## config.mk

```make
export PLATFORM = sky130hd
export DESIGN_NAME = reg_file
export DESIGN_NICKNAME = d
export VERILOG_FILES = /design/src/rtl/mips_pkg.sv /design/src/rtl/reg_read_port.sv /design/src/rtl/reg_file.sv
export SDC_FILE = /design/constraint.sdc
export NUM_CORES = 2
export LEC_CHECK = 0
export ABC_AREA = 1
export CORE_UTILIZATION = 52
export DETAILED_ROUTE_END_ITERATION = 7
export PLACE_DENSITY = 0.66
export SKIP_CTS_REPAIR_TIMING = 1
export SLEW_MARGIN = 15
export SYNTH_ARGS = -nofsm -noshare
export SYNTH_HDL_FRONTEND = slang
export SYNTH_SLANG_ARGS = --single-unit
```

## constraint.sdc

```tcl
create_clock -name clk -period 121.6 [get_ports clk]
set_clock_uncertainty 0.1 [all_clocks]
set_input_delay 36.48 -clock clk [delete_from_list [all_inputs] [get_ports clk]]
set_output_delay 36.48 -clock clk [all_outputs]
set_load 0.03 [all_outputs]
```

## src/rtl/mips_pkg.sv

```systemverilog
// Shared constants for the MIPS datapath blocks: default register-file
// geometry and the hard-wired zero register address.
package mips_pkg;

    localparam int DATA_W_DEF = 32;
    localparam int ADDR_W_DEF = 5;

    localparam logic [4:0] REG_ZERO = 5'd0;

endpackage

```

## src/rtl/reg_read_port.sv

```systemverilog
// One combinational read port of the register file.
// Selects the addressed word, optionally forwards the in-flight write
// (macro REG_FILE_BYPASS_EN), and always returns zero for the zero register.
module reg_read_port
    import mips_pkg::*;
#(
    parameter int DATA_W = DATA_W_DEF,
    parameter int ADDR_W = ADDR_W_DEF
) (
    input  logic [ADDR_W-1:0] addr,
    input  logic [DATA_W-1:0] regs [2**ADDR_W],
    input  logic              wr_en,
    input  logic [ADDR_W-1:0] wr_addr,
    input  logic [DATA_W-1:0] wr_data,
    output logic [DATA_W-1:0] data
);

`ifndef REG_FILE_BYPASS_EN
    // Write-side inputs only matter when forwarding is built in.
    logic unused_wr;
    assign unused_wr = &{1'b0, wr_en, wr_addr, wr_data};
`endif

    // Stored value, optionally overridden by the same-cycle write, zero forced last.
    always_comb begin
        data = regs[addr];
`ifdef REG_FILE_BYPASS_EN
        if (wr_en && (addr == wr_addr)) begin
            data = wr_data;
        end
`endif
        if (addr == ADDR_W'(REG_ZERO)) begin
            data = '0;
        end
    end

endmodule

```

## src/rtl/reg_file.sv

```systemverilog
// MIPS general-purpose register file: two combinational read ports, one
// write port committed on the rising clock edge, register 0 hard-wired to
// zero, and a running count of committed writes.
// Optional same-cycle write forwarding on the read ports: macro REG_FILE_BYPASS_EN.
module reg_file
    import mips_pkg::*;
#(
    parameter int DATA_W = DATA_W_DEF,
    parameter int ADDR_W = ADDR_W_DEF
) (
    input  logic              clk,
    input  logic              reset,
    input  logic [ADDR_W-1:0] Read_Register1,
    input  logic [ADDR_W-1:0] Read_Register2,
    input  logic [ADDR_W-1:0] Write_Register,
    input  logic [DATA_W-1:0] Write_Data,
    input  logic              RegWrite,
    output logic [DATA_W-1:0] Read_Data1,
    output logic [DATA_W-1:0] Read_Data2,
    output logic [31:0]       Write_Count
);

    localparam int NUM_REGS = 2**ADDR_W;

    logic [DATA_W-1:0] regs [NUM_REGS];
    logic              wr_commit;

    // An unknown RegWrite evaluates false here, so it never commits.
    assign wr_commit = (RegWrite == 1'b1) && !reset &&
                       (Write_Register != ADDR_W'(REG_ZERO));

    // Register storage and write counter; reset clears everything at once.
    always_ff @(posedge clk or posedge reset) begin
        if (reset) begin
            for (int i = 0; i < NUM_REGS; i++) begin
                regs[i] <= '0;
            end
            Write_Count <= '0;
        end else if (wr_commit) begin
            regs[Write_Register] <= Write_Data;
            Write_Count          <= Write_Count + 32'd1;
        end
    end

`ifndef SYNTHESIS
    // Report an unknown write enable seen at a clock edge.
    always @(posedge clk) begin
        if (!reset && $isunknown(RegWrite)) begin
            $display("reg_file: RegWrite=%b at clock edge, treated as no write", RegWrite);
        end
    end
`endif

    reg_read_port #(
        .DATA_W (DATA_W),
        .ADDR_W (ADDR_W)
    ) u_port1 (
        .addr    (Read_Register1),
        .regs    (regs),
        .wr_en   (wr_commit),
        .wr_addr (Write_Register),
        .wr_data (Write_Data),
        .data    (Read_Data1)
    );

    reg_read_port #(
        .DATA_W (DATA_W),
        .ADDR_W (ADDR_W)
    ) u_port2 (
        .addr    (Read_Register2),
        .regs    (regs),
        .wr_en   (wr_commit),
        .wr_addr (Write_Register),
        .wr_data (Write_Data),
        .data    (Read_Data2)
    );

endmodule

```

Word level (Yosys, flattened, before mapping)
Index checks and enable logic that the tools add are counted.
Word-level totals
  flip-flop bits (word level): 1056
  input bits: 50
  output and inout bits: 96
  word-level logic and storage cells: 59
Operators by class
  add/subtract/negate cells: 1
  order comparisons: 4
  multiplexer cells: 11
  bitwise gates (word level): 3
  reduce and logical (&&, ||, !) cells: 7
Operators by type and width (count)
  $bwmux 1024: 1
  $bmux 32 s5: 2
  $mux 32: 7
  $demux 32 s5: 1
  $add 32x1->32 const B: 1
  $ge 6x6->1 const B: 3
  $not 5->6: 3
  $logic_not 5->1: 2
  $lt 6x1->1 const B: 1
  $reduce_bool 5->1: 1
  $logic_and 1x1->1: 3
  $logic_not 1->1: 1

Logic depth before layout (Yosys ltp)
  word-level depth: 6
  gate-level depth with buffers: 11
  mapped depth without buffers: 9

Cells and area by module
From an unflattened synthesis, not the netlist that was laid out.
Unflattened totals
  cells, all modules: 8584
  area total of the unflattened synthesis: 59186.8 sq um
Modules (own cells, without submodules)
  reg_file: instances 1, cells an instance 3656, area each 37711.2 sq um, sequential area each 26425.3 sq um
  reg_read_port: instances 2, cells an instance 2464, area each 10737.8 sq um, sequential area each 0.0 sq um

Worst setup path before layout
OpenSTA, ideal clock, no wires.
  path kind: input port to output port
  start: input port Read_Register2[1]
  end: output port Read_Data2[10]
  arrival time: 38.022 ns
  required time: 85.020 ns
  setup slack: 46.998 ns
  cell stages on the path: 10
  path buffers: 3
  path through: clkbuf_1 > inv_1 > clkbuf_1 > clkbuf_1 > o21ai_0 > o21ai_0 > nor2_1 > nor2_1 > nor2_1 > nor2_1
On the way
  word-level cells in the longest chain between the ends: 5
  elaborated cells on any way between the ends: 6
  classes of those cells: mux (4); bitwise (1); reduce/logical (1)
Ends and longest elaborated chain
  start: declaration: RTL line reg_file.sv:14  | input logic [ADDR_W-1:0] Read_Register2,
  $not 5->6 (implied by the code): RTL line reg_read_port.sv:26  | data = regs[addr];
  $bmux 32 s5: RTL line reg_read_port.sv:26
  $mux 32 (implied by the code) (2 in a row): RTL line reg_read_port.sv:26
  $mux 32 *: RTL line reg_read_port.sv:32  | if (addr == ADDR_W'(REG_ZERO)) begin
  end: declaration: RTL line reg_file.sv:19  | output logic [DATA_W-1:0] Read_Data2,
Mark *: on every way between the ends. The rest lies on a longest branch, timed or not. The select of a mux whose other input is x is not followed.

Final worst setup path
  start: input port Read_Register1[0]
  end: output port Read_Data1[16]
On the way
  word-level cells in the longest chain between the ends: 5
  elaborated cells on any way between the ends: 6
  classes of those cells: mux (4); bitwise (1); reduce/logical (1)
Ends and longest elaborated chain
  start: declaration: RTL line reg_file.sv:13  | input logic [ADDR_W-1:0] Read_Register1,
  $not 5->6 (implied by the code): RTL line reg_read_port.sv:26
  $bmux 32 s5: RTL line reg_read_port.sv:26
  $mux 32 (implied by the code) (2 in a row): RTL line reg_read_port.sv:26
  $mux 32 *: RTL line reg_read_port.sv:32
  end: declaration: RTL line reg_file.sv:18  | output logic [DATA_W-1:0] Read_Data1,
Marked as above.

==> summary.txt <==
root buf cell: clkbuf_16
CTS tree: yes
Total Wirelength: 217000 um
outcome: complete, but fails checks
post-synthesis async set-or-reset flop share: 1.00
Initial Util: 0.525
share of post-route cells with drive strength above 1: 0.0395
crit path time final: 77.75 ns
insertion delay to the later sink of the worst-skew pair: 0.72 ns
Routability Congestion: 0.846
die area: 0.113 mm^2
Synth Net Count: 8576
post-route cell area: 0.0635 mm^2
required time of the critical path: 85.02 ns
overall overflow remaining after global route: 0
post-synthesis instance area: 0.0581 mm^2
final period utilization: 0.639
core occupancy in the finished layout: 0.574
commonest cells in the netlist: nand2_1 (3595), nand3_1 (1389), o21ai_0 (1099), dfrtp_1 (1056), clkbuf_1 (590)
Max Fclk: 0.0129 GHz
number of register bits inferred by synthesis: 1056
HPWL after detailed placement: 106000 um
min setup slack post-route: 43.85 ns
pin count of the biggest net entering global routing: 197
setup TNS after final layout: 0 ns
Max transition margin: 0.161
Worst Path Arrival: 41.17 ns
nets@finish: 8154
crit-path max FO: 120
ANT cells: 0
GR Util All Layers: 0.381
total number of vias: 58700
Synth top area share: 0.455
type of the worst setup path: in -> out
die height: 336 um
remaining antenna violation count: 0
main area contributors after synthesis: dfrtp_1 (45%), nand2_1 (23%), nand3_1 (12%), o21ai_0 (9.5%), clkbuf_1 (3.8%)
via count of the first global-routing pass: 53800
P_leak: 29.6 nW
DRC viols: 18
post-place setup slack: 43.96 ns
post-DR wirelength/cell: 22.4 um
Area Overhead vs Synth: 9.32%
ratio of routed vias to standard cells: 6.06
buffer levels on the longest clock path: 3
yosys warns: 0
library cells used by synthesis: 23
Power, Total: 0.980 mW
number of violations of the max-capacitance limit: 0
antenna violations before repair: 2
setup repair after global routing missed its margin: false
number of I/O pins: 146
Min-Delay Path Class: reg -> reg
leading cell type by number of instances after synthesis: nand2_1
Post-Syn Area per Cell: 6.82 um^2
violated checks: DRC
number of instances in the synthesized netlist: 8525
Worst Max-Slew Pin Slew: 1.26 ns
standard cell core area: 0.111 mm^2
global-route wire length before repair: 330000 um
proportion of synthesized chip area in sequential cells: 0.455
uppermost routed layer: met5
post-route met1 wirelength: 87600 um
number of buffers added on ports: 145
top_reg_cell synth: dfrtp_1
EDFF count, synth: 0
number of hold violations in the final report: 0
met3 WL post-DR: 23400 um
Critical Path Sink Type: primary output
sink count of the clock tree: 1056
# H-tree levels: 3
total of endpoints with negative setup slack in the final report: 0
maximum vdd drop: 0.0125 mV
clock transition at the register clock pins on the worst setup and hold paths after CTS: 0.05 ns
Cell Pwr Density: 15.4 mW/mm^2
fin. max-slew vios: 0
width of the die: 336 um
Pre-Repair DR Iteration Count: 8
dominant cell type by area after synthesis: dfrtp_1
number of cell rows: 122
crit start category: input port
Iteration-0 DRC Markers: 8327
Inserted Clock Buffers: 119
placed instance area: 0.0593 mm^2
Met2 Routed Length: 95000 um
[where the power goes]
group	switching, mW	internal (mW)
sequential	0.0356	0.396
combinational	0.108	0.0556
clock	0.152	0.233
total	0.295	0.684
[sequential cells by signal, summed over array words and instances (netlist names)]
register / cells
regs: 1024
Write_Count: 32
[path summary, 6_finish.rpt]
kind                                                 start  depth (start not counted)  slack [ns]                           to
worst max-delay path                     Read_Register1[0]                         13       43.85               Read_Data1[16]
worst min-delay path                regs[1014]$_DFFE_PP0P_                          0        0.30       regs[1014]$_DFFE_PP0P_
worst max register to register  Write_Count[2]$_DFFE_PP0P_                          7      119.59  Write_Count[22]$_DFFE_PP0P_
worst min register to register      regs[1014]$_DFFE_PP0P_                          0        0.30       regs[1014]$_DFFE_PP0P_
max in group asynchronous                            reset                          6       81.19        regs[267]$_DFFE_PP0P_
min in group asynchronous                            reset                          2       36.27   Write_Count[3]$_DFFE_PP0P_
[routing by layer]
layer,track usage,vias to the layer above
met5,0,-
met4,0.184,4
met3,0.0661,634
met2,0.586,3544
met1,0.521,27700
li1,-,26800
[critical path: stages]
cell and delay, ns:
buf_8 0.56, buf_4 0.84, buf_4 0.68, buf_4 0.73, nand2_1 0.12, nand3_1 0.12
nand3_1 0.08, nand2_1 0.10, nand2_1 0.05, nand3_1 0.12, nand2_1 0.07, nor2_1 0.31
clkdlybuf4s50_1 0.75
[cells by family (layout without fill, tap and decap cells)]
kind of cell,Yosys count,in the layout,synth area share
simple gates,5326,5326,0.376
xor+xnor,23,23,0.00347
compound gates,1246,1246,0.107
buf+inv,873,552,0.0585
fa+ha+maj,1,1,0.000215
flops,1056,1056,0.455
[through the flow]
step | instances | hold WS, ns
6_report | 9692 | 0.299
3_3_place_gp | 9470 | 0.286
4_1_cts | 9692 | 0.300
2_1_floorplan | 8525 | 0.351
5_1_grt | 9692 | 0.307
3_5_place_dp | 9470 | 0.288
[cell usage in the layout (no fill, tap or decap), types with 4 or more instances in the layout]
master           synthesis  layout
clkbuf_8                 0      36
xor2_1                  20      20
clkdlybuf4s50_1          0     135
clkbuf_16                0     124
nor3_1                  23      23
bufinv_16                0      12
clkinv_2                 0      16
inv_8                    0       5
clkbuf_1               590      27
o21ai_0               1099    1099
a21oi_1                122     122
nand4_1                  5       5
o21ai_1                 25      25
nand3b_1                 4       4
nand2_4                  0      31
nand3_1               1389    1387
buf_8                    0       4
nor2_1                 291     291
buf_4                    0      66
dfrtp_1               1056    1056
nand2_1               3595    3579
inv_1                  107     102
buf_12                   0       6
inv_2                    4       4
[layout make-up]
type / instances / area, um^2
Clock inverter: 35 / 505
Fill cell: 10600 / 47100
Sequential cell: 1056 / 26400
Tap cell: 1488 / 1860
Clock buffer: 187 / 3700
Timing Repair Buffer: 215 / 2060
Multi-Input combinational cell: 6596 / 28500
Inverter: 115 / 484
(Power assumes the default switching activity.)
